==> src/rtl/mems_i2s_ctrl.sv <==
// rtl/mems_i2s_ctrl.sv - I2S master for a stereo MEMS mic pair sharing one SD line
module mems_i2s_ctrl #(
  parameter int DIV   = 4,
  parameter int WIDTH = 16
) (
  input  logic        clk,
  input  logic        rst_n,
  input  logic        en,
  input  logic        sd,
  output logic        sck,
  output logic        ws,
  output logic [15:0] bus,
  output logic        left,
  output logic        right
);

  localparam logic [7:0] div_last = 8'(DIV - 1);
  localparam logic [5:0] width_l  = 6'(WIDTH);

  logic [7:0]       div_cnt;
  logic [5:0]       slot;
  logic [5:0]       slot_inc;
  logic [5:0]       h;
  logic [WIDTH-1:0] shift;
  logic [WIDTH-1:0] shift_next;
  logic [15:0]      cap;
  logic             tick;
  logic             rise;
  logic             fall;
  logic             in_window;

  assign tick      = (div_cnt == div_last);
  assign rise      = tick && !sck;
  assign fall      = tick && sck;
  assign h         = {1'b0, slot[4:0]};
  // I2S one-bit delay: MSB arrives in h=1, bits past WIDTH never enter the register
  assign in_window = (h != 6'd0) && (h <= width_l);
  assign slot_inc  = slot + 6'd1;
  assign cap       = 16'(shift) << (16 - WIDTH);

  generate
    if (WIDTH > 1) begin : g_wide
      assign shift_next = {shift[WIDTH-2:0], sd};
    end else begin : g_narrow
      assign shift_next = sd;
    end
  endgenerate

  always_ff @(posedge clk or negedge rst_n) begin
    if (!rst_n) begin
      div_cnt <= '0;
      slot    <= '0;
      shift   <= '0;
      sck     <= 1'b0;
      ws      <= 1'b0;
      bus     <= '0;
      left    <= 1'b0;
      right   <= 1'b0;
    end else if (!en) begin
      // park: bus keeps the last completed sample, any partial sample is dropped
      div_cnt <= '0;
      slot    <= '0;
      shift   <= '0;
      sck     <= 1'b0;
      ws      <= 1'b0;
      left    <= 1'b0;
      right   <= 1'b0;
    end else begin
      left  <= 1'b0;
      right <= 1'b0;
      if (tick) begin
        div_cnt <= '0;
        sck     <= ~sck;
      end else begin
        div_cnt <= div_cnt + 8'd1;
      end
      if (rise) begin
        if (in_window) shift <= shift_next;
        if (slot == 6'd31) begin
          bus  <= cap;
          left <= 1'b1;
        end
        if (slot == 6'd63) begin
          bus   <= cap;
          right <= 1'b1;
        end
      end
      if (fall) begin
        slot <= slot_inc;
        ws   <= slot_inc[5];
      end
    end
  end

endmodule

==> config.mk <==
export PLATFORM = sky130hd
export DESIGN_NAME = mems_i2s_ctrl
export DESIGN_NICKNAME = d
export VERILOG_FILES = /design/src/rtl/mems_i2s_ctrl.sv
export SDC_FILE = /design/constraint.sdc
export NUM_CORES = 1
export LEC_CHECK = 0
export ABC_CLOCK_PERIOD_IN_PS = 2280
export CAP_MARGIN = 5
export CORE_MARGIN = 8
export CORE_UTILIZATION = 30
export DETAILED_ROUTE_END_ITERATION = 8
export DONT_BUFFER_PORTS = 1
export GPL_TIMING_DRIVEN = 1
export PLACE_DENSITY = 0.51
export REMOVE_ABC_BUFFERS = 1
export SKIP_LAST_GASP = 1
export SYNTH_ARGS = -nofsm -noshare
export SYNTH_HDL_FRONTEND = slang
export SYNTH_SLANG_ARGS = --single-unit
==> constraint.sdc <==
create_clock -name clk -period 2.28 [get_ports clk]
set_input_delay 0.456 -clock clk [delete_from_list [all_inputs] [get_ports clk]]
set_output_delay 0.456 -clock clk [all_outputs]
set_load 0.05 [all_outputs]
==> results.sh, run 1 <==
export IMPL_port_buffers=0
export IMPL_p_leak_nw=1.09
export IMPL_ir_drop_mv=0.213
export IMPL_yosys_area_top_type="dfrtp_1"
export IMPL_path_cells="nor4_4, nand4b_4, or3_1, buf_4, mux2_4"
export IMPL_syn_area_per_cell_sq_um=11.8
export IMPL_htree_levels=2
export IMPL_routed_wl_mm=4.27
export IMPL_post_cts_resize_count=0
export IMPL_drtAntennaViolNets=0
export IMPL_die_area_sq_um=10400
export IMPL_final_nets=200
export IMPL_rows=31
export IMPL_drt_pass1_iterations=4
export IMPL_area_delta_synth_final_pct=10.4
export IMPL_max_cap_violations=0
export IMPL_overflow=0
export IMPL_grt_pass1_vias=1407
export IMPL_slew_limit_headroom=0.624
export IMPL_grt_usage=0.0894
export IMPL_initial_core_util=0.307
export IMPL_dr_first_iter_drc_count=47
export IMPL_vias_per_cell=4.69
export IMPL_dp_cells=284
export IMPL_core_area_sq_um=7210
export IMPL_period_share=0.865
export IMPL_fill_cells=749
export IMPL_drc=0
export IMPL_critical_path_slowest_cell="dfrtp_1"
export IMPL_synthDominantCellAreaShare=0.553
export IMPL_hold_viol=0
export IMPL_routedWlPerCell_um=14.6
export IMPL_clockBufferDepth=2
export IMPL_crit_family="simple AND/OR/NAND/NOR gates"
export IMPL_placed_area_sq_um=2330
export IMPL_worstSetupPathType="reg -> reg"
export IMPL_ioPinCount=24
export IMPL_layout_setup_ws_ns=0.308
export IMPL_antenna_found_initial=0
export IMPL_synthCells=187
export IMPL_r2r_start="div_cnt[4]"
export IMPL_status="finished clean"
export IMPL_cts_sinks=49
export IMPL_antenna_cells=0
export IMPL_die_w_um=102
export IMPL_setup_violations_final=0
export IMPL_cts_root_buf="clkbuf_8"
export IMPL_holdBufCountCts=1
export IMPL_pre_cts_ws_ns=0.314
export IMPL_clkTransAtPathRegs_ns=0.08
export IMPL_grt_first_pass_wirelength_mm=7.29
export IMPL_finClkSkew_ns=0.00370
export IMPL_endpoint_kind="register"
export IMPL_cts_made_buffers=5
export IMPL_arrival_ns=2.15
export IMPL_clock_latency_ns=0.29
export IMPL_fmax_ghz=0.507
export IMPL_yosysWarnings=0
export IMPL_worst_pin_slew_ns=0.565
export IMPL_postCtsSetupRepairBufs=0
export IMPL_start_kind="register"
export IMPL_syn_area_sq_um=2220
export IMPL_tns_ns=0
export IMPL_gp_congestion=0.701
export IMPL_drv_slew=0
export IMPL_synthTopCellsByArea="dfrtp_1, a21boi_0, mux2_4, nand3_1, mux2_2"
export IMPL_stdcell_count=292
export IMPL_rsz0062_at_grt="no"
export IMPL_dp_hpwl_mm=2.77
export IMPL_path_buf_inv=1
export IMPL_post_route_cell_area_sq_um=2450
export IMPL_ys_seq_area_frac=0.553
export IMPL_finalCriticalPeriod_ns=1.97
export IMPL_cts_tree="done"
export IMPL_vias=1369
export IMPL_drive_gt1_frac=0.176
export IMPL_die_h_um=102
export IMPL_power_w=0.00146
export IMPL_ys_types=27
export IMPL_slowest_delay_ns=0.44
export IMPL_grt_start_max_net_pins=50
export IMPL_worstPathRequired_ns=2.46
export IMPL_critical_path_peak_fanout=18
export IMPL_powerDensity_nw_per_um2=599
export IMPL_ys_ff_latch=49
export IMPL_setup_worst_path_start="div_cnt[4]"
export IMPL_min_path_type="in -> async"
## per-stage QoR
stage	utilization	hold slack, ns
after floorplan	-	0.160
after global placement	0.323	0.163
after detailed placement	0.323	0.162
after CTS	0.339	0.00690
after global routing	0.339	0.00700
final	0.339	0.00204
## path summary, 6_finish.rpt
path	end	cells past startpoint	slack, ns
setup reg to reg	bus[14]	5	0.31
hold reg to reg	div_cnt[0]	1	0.46
max in group asynchronous	slot[3]	1	2.06
min in group clk	slot[2]	1	0.29
hold / removal	cap[6]	1	0.002
setup / recovery	bus[14]	5	0.31
## cells in the final DEF (no fill, tap or decap), types with 3 or more instances in the layout
cell type  netlist  layout
inv_1            3       3
a21boi_0        18      18
nand3_1         23      23
xor2_1           4       4
clkbuf_8         0       6
dfrtp_1         49      49
nand2_1          7       7
xnor2_1          8       8
mux2_4           8       8
mux2_2           8       8
nor2_1          12      12
ha_1             3       3
and2_1           6       6
buf_4            0       7
o21ai_0         17      17
## synth_stat cells
master     n
nand4_1    2
or4b_2     1
buf_2      2
o21ai_0   17
dfrtp_1   49
ha_1       3
and4b_1    1
clkbuf_1   5
nor2_1    12
and4bb_2   1
nand2_1    7
nand3_1   23
nor3_1     1
xor2_1     4
and3_1     2
nor4_4     1
mux2_2     8
xnor2_1    8
a21boi_0  18
nor3b_1    1
mux2_4     8
buf_6      1
or3_1      1
inv_1      3
and2_1     6
nand4b_4   1
buf_12     1
## cells by family (layout without fill, tap and decap cells)
kind of cell,count (synthesis),count (layout),share of synthesized area
buffers and inverters,12,18,0.0322
AOI/OAI and AO/OA,35,35,0.0994
DFF,49,49,0.553
xor gates and xnor gates,12,12,0.0474
adders and majority gates,3,3,0.0169
and+or+nand+nor,60,60,0.156
muxes,16,16,0.0949
## flip-flops by register name, summed over array words and instances (netlist names)
| signal | cells |
|---|---|
| bus | 16 |
| cap | 16 |
| div_cnt | 8 |
| left | 1 |
| right | 1 |
| sck | 1 |
| slot | 5 |
| ws | 1 |
## metal layers
layer | global-route usage | wire length, um | vias to the layer above
met5 | 0 | 0 | -
met4 | 0.0305 | 51 | 0
met3 | 0.0450 | 365 | 5
met2 | 0.131 | 1880 | 28
met1 | 0.111 | 1970 | 671
li1 | - | - | 665
## area by class of cell
type                            count  area (sq um)  share of cell area
Timing Repair Buffer                8          80.1              0.0327
Inverter                            3          11.3             0.00460
Clock buffer                        7          86.3              0.0353
Multi-Input combinational cell    126           918               0.375
Tap cell                           99           124              0.0506
Sequential cell                    49          1230               0.501
## worst reg2reg max path, delay by kind of cell, from the launching register on
| family | cells | cell delay [ns] |
|---|---|---|
| muxes | 1 | 0.32 |
| and+or+nand+nor | 3 | 0.87 |
| buffers and inverters | 1 | 0.23 |
| DFF | 1 | 0.44 |
## where the power goes
part	leakage, nW	switching [W]	internal, W	total, W
Combinational	0.359	0.0000471	0.0000253	0.0000724
Sequential	0.682	0.00000693	0.000875	0.000882
Clock	0.0443	0.000269	0.000241	0.000510
No activity file was read; power rests on OpenSTA's default activity.
==> inputs of run 2 (changes only) <==
--- a/config.mk
+++ b/config.mk
@@ -13,7 +13,6 @@
 export DONT_BUFFER_PORTS = 1
 export GPL_TIMING_DRIVEN = 1
 export PLACE_DENSITY = 0.51
-export REMOVE_ABC_BUFFERS = 1
 export SKIP_LAST_GASP = 1
 export SYNTH_ARGS = -nofsm -noshare
 export SYNTH_HDL_FRONTEND = slang
==> run 2 against run 1 <==
  * Non-clock buffer count rose by 1
  * Clock skew rose by 0.0051 ns
  * Final area rose by 2.4%
  * Critical endpoint is now bus[12]
  * Die area did not move
  * Sequential power barely moved
==> results.sh, run 2 (synthesized netlist as in run 1, its figures left out) <==
export IMPL_die_area_sq_um=10400
export IMPL_critical_path_peak_fanout=18
export IMPL_dr_first_iter_drc_count=73
export IMPL_cts_sinks=49
export IMPL_start_kind="register"
export IMPL_initial_core_util=0.307
export IMPL_arrival_ns=2.18
export IMPL_status="finished clean"
export IMPL_ioPinCount=24
export IMPL_hold_depth=1
export IMPL_fill_cells=761
export IMPL_finalCriticalPeriod_ns=1.99
export IMPL_r2r_end="bus[12]"
export IMPL_drv_slew=0
export IMPL_dp_hpwl_mm=2.75
export IMPL_rsz0062_at_grt="no"
export IMPL_drt_pass1_iterations=4
export IMPL_worstPathRequired_ns=2.47
export IMPL_r2r_setup_slack_ns=0.29
export IMPL_grt_start_max_net_pins=50
export IMPL_die_h_um=102
export IMPL_holdBufCountCts=2
export IMPL_seq_power_share=0.523
export IMPL_clkTransAtPathRegs_ns=0.09
export IMPL_p_switching_w=0.000347
export IMPL_worstSetupPathType="reg -> reg"
export IMPL_mostFrequentLayoutCells="dfrtp_1, nand3_1, a21boi_0, o21ai_0, nor2_1"
export IMPL_fmax_ghz=0.501
export IMPL_vias=1397
export IMPL_cts_made_buffers=5
export IMPL_drive_gt1_frac=0.185
export IMPL_setup_worst_path_start="div_cnt[4]"
export IMPL_grt_pass1_vias=1438
export IMPL_gp_congestion=0.779
export IMPL_routed_wl_mm=4.23
export IMPL_layout_commonest_cell="dfrtp_1"
export IMPL_min_path_type="in -> reg"
export IMPL_placed_area_sq_um=2330
export IMPL_core_area_sq_um=7210
export IMPL_post_route_cell_area_sq_um=2500
export IMPL_powerDensity_nw_per_um2=673
export IMPL_ff2ff_path_depth=5
export IMPL_stdcell_count=294
export IMPL_clockPowerShare=0.433
export IMPL_ir_drop_mv=0.234
export IMPL_post_route_util=0.347
export IMPL_final_nets=201
export IMPL_setup_violations_final=0
export IMPL_cts_tree="done"
export IMPL_routedWlPerCell_um=14.4
export IMPL_cts_root_buf="clkbuf_8"
export IMPL_port_buffers=0
export IMPL_endpoint_kind="register"
export IMPL_max_cap_violations=0
export IMPL_hold_viol=0
export IMPL_postCtsSetupRepairBufs=0
export IMPL_grt_first_pass_wirelength_mm=7.18
export IMPL_synth_net_count=194
export IMPL_r2r_start="div_cnt[4]"
export IMPL_antenna_found_initial=0
export IMPL_antenna_cells=0
export IMPL_p_comb_frac=0.044
export IMPL_worst_pin_slew_ns=0.568
export IMPL_rows=31
export IMPL_area_delta_synth_final_pct=13.0
export IMPL_min_to="slot[3]"
export IMPL_drc=0
export IMPL_internal_power_w=0.00134
export IMPL_grt_usage=0.0884
export IMPL_sw_frac_of_total=0.206
export IMPL_overflow=0
export IMPL_min_delay_start="en"
export IMPL_ff_latch_area_sq_um=1230
export IMPL_tns_ns=0
export IMPL_die_w_um=102
export IMPL_period_share=0.875
export IMPL_htree_levels=2
export IMPL_vias_per_cell=4.75
export IMPL_clock_latency_ns=0.30
export IMPL_drtAntennaViolNets=0
export IMPL_finClkSkew_ns=0.00884
export IMPL_post_cts_resize_count=0
export IMPL_multi_input_area_sq_um=918
export IMPL_slew_limit_headroom=0.621
export IMPL_clockBufferDepth=2
export IMPL_dp_cells=284
export IMPL_p_leak_nw=1.11
## run 2: cell count changes in the layout (fill, tap and decap cells not counted)
cell	delta
bufinv_16	+2
clkbuf_1	-1
clkbuf_8	-1
clkinv_2	+1
dlygate4sd3_1	+1
## run 2: worst max-delay path: stages (launching register included)
cell and delay, ns:
dfrtp_1 0.44, nor4_4 0.37, nand4b_4 0.13, or3_1 0.38
buf_4 0.23, mux2_4 0.33
## run 2: power by group through the flow
stage          combinational [W]  clock (W)  sequential (W)
5_1_grt                0.0000838   0.000786        0.000883
3_5_place_dp           0.0000506          0        0.000899
3_3_place_gp           0.0000511          0        0.000899
4_1_cts                0.0000762   0.000759        0.000882
2_1_floorplan          0.0000369          0        0.000902
6_report               0.0000738   0.000729        0.000881
## run 2: layout make-up
class	instances	share of cell area
clock buffer	5	0.0275
inverter	3	0.00450
multi-input combinational	126	0.367
tap	99	0.0495
clock inverter	3	0.0260
sequential	49	0.490
timing repair buffer	9	0.0360
## run 2: worst max path at each step
stage | end | slack, ns | cells past startpoint
CTS | bus[12] | 0.27 | 5
finish | bus[12] | 0.29 | 5
global placement | bus[14] | 0.33 | 5
floorplan | bus[10] | 0.12 | 6
detailed placement | bus[13] | 0.30 | 5
global route | cap[7] | 0.12 | 7
## run 2: layer usage
layer | vias up | part of all wire | GRT usage
met1 | 701 | 0.47 | 0.108
li1 | 668 | - | -
met2 | 20 | 0.47 | 0.139
met5 | - | 0 | 0
met3 | 8 | 0.048 | 0.0293
met4 | 0 | 0.017 | 0.0372
## run 2: metrics by stage
stage / power (W) / hold slack [ns] / worst slack [ns]
floorplan: 0.000939 / 0.160 / 0.125
global placement: 0.000950 / 0.162 / 0.326
detailed placement: 0.000950 / 0.162 / 0.304
CTS: 0.00172 / 0.268 / 0.275
global route: 0.00175 / 0.265 / 0.123
finish: 0.00168 / 0.286 / 0.286
==> inputs of run 3 (changes only) <==
--- a/config.mk
+++ b/config.mk
@@ -9,6 +9,7 @@
 export CAP_MARGIN = 5
 export CORE_MARGIN = 8
 export CORE_UTILIZATION = 30
+export CTS_CLUSTER_SIZE = 16
 export DETAILED_ROUTE_END_ITERATION = 8
 export DONT_BUFFER_PORTS = 1
 export GPL_TIMING_DRIVEN = 1
==> results of run 3 <==
The final DEF is identical to that of run 2; final timing and power are the same.
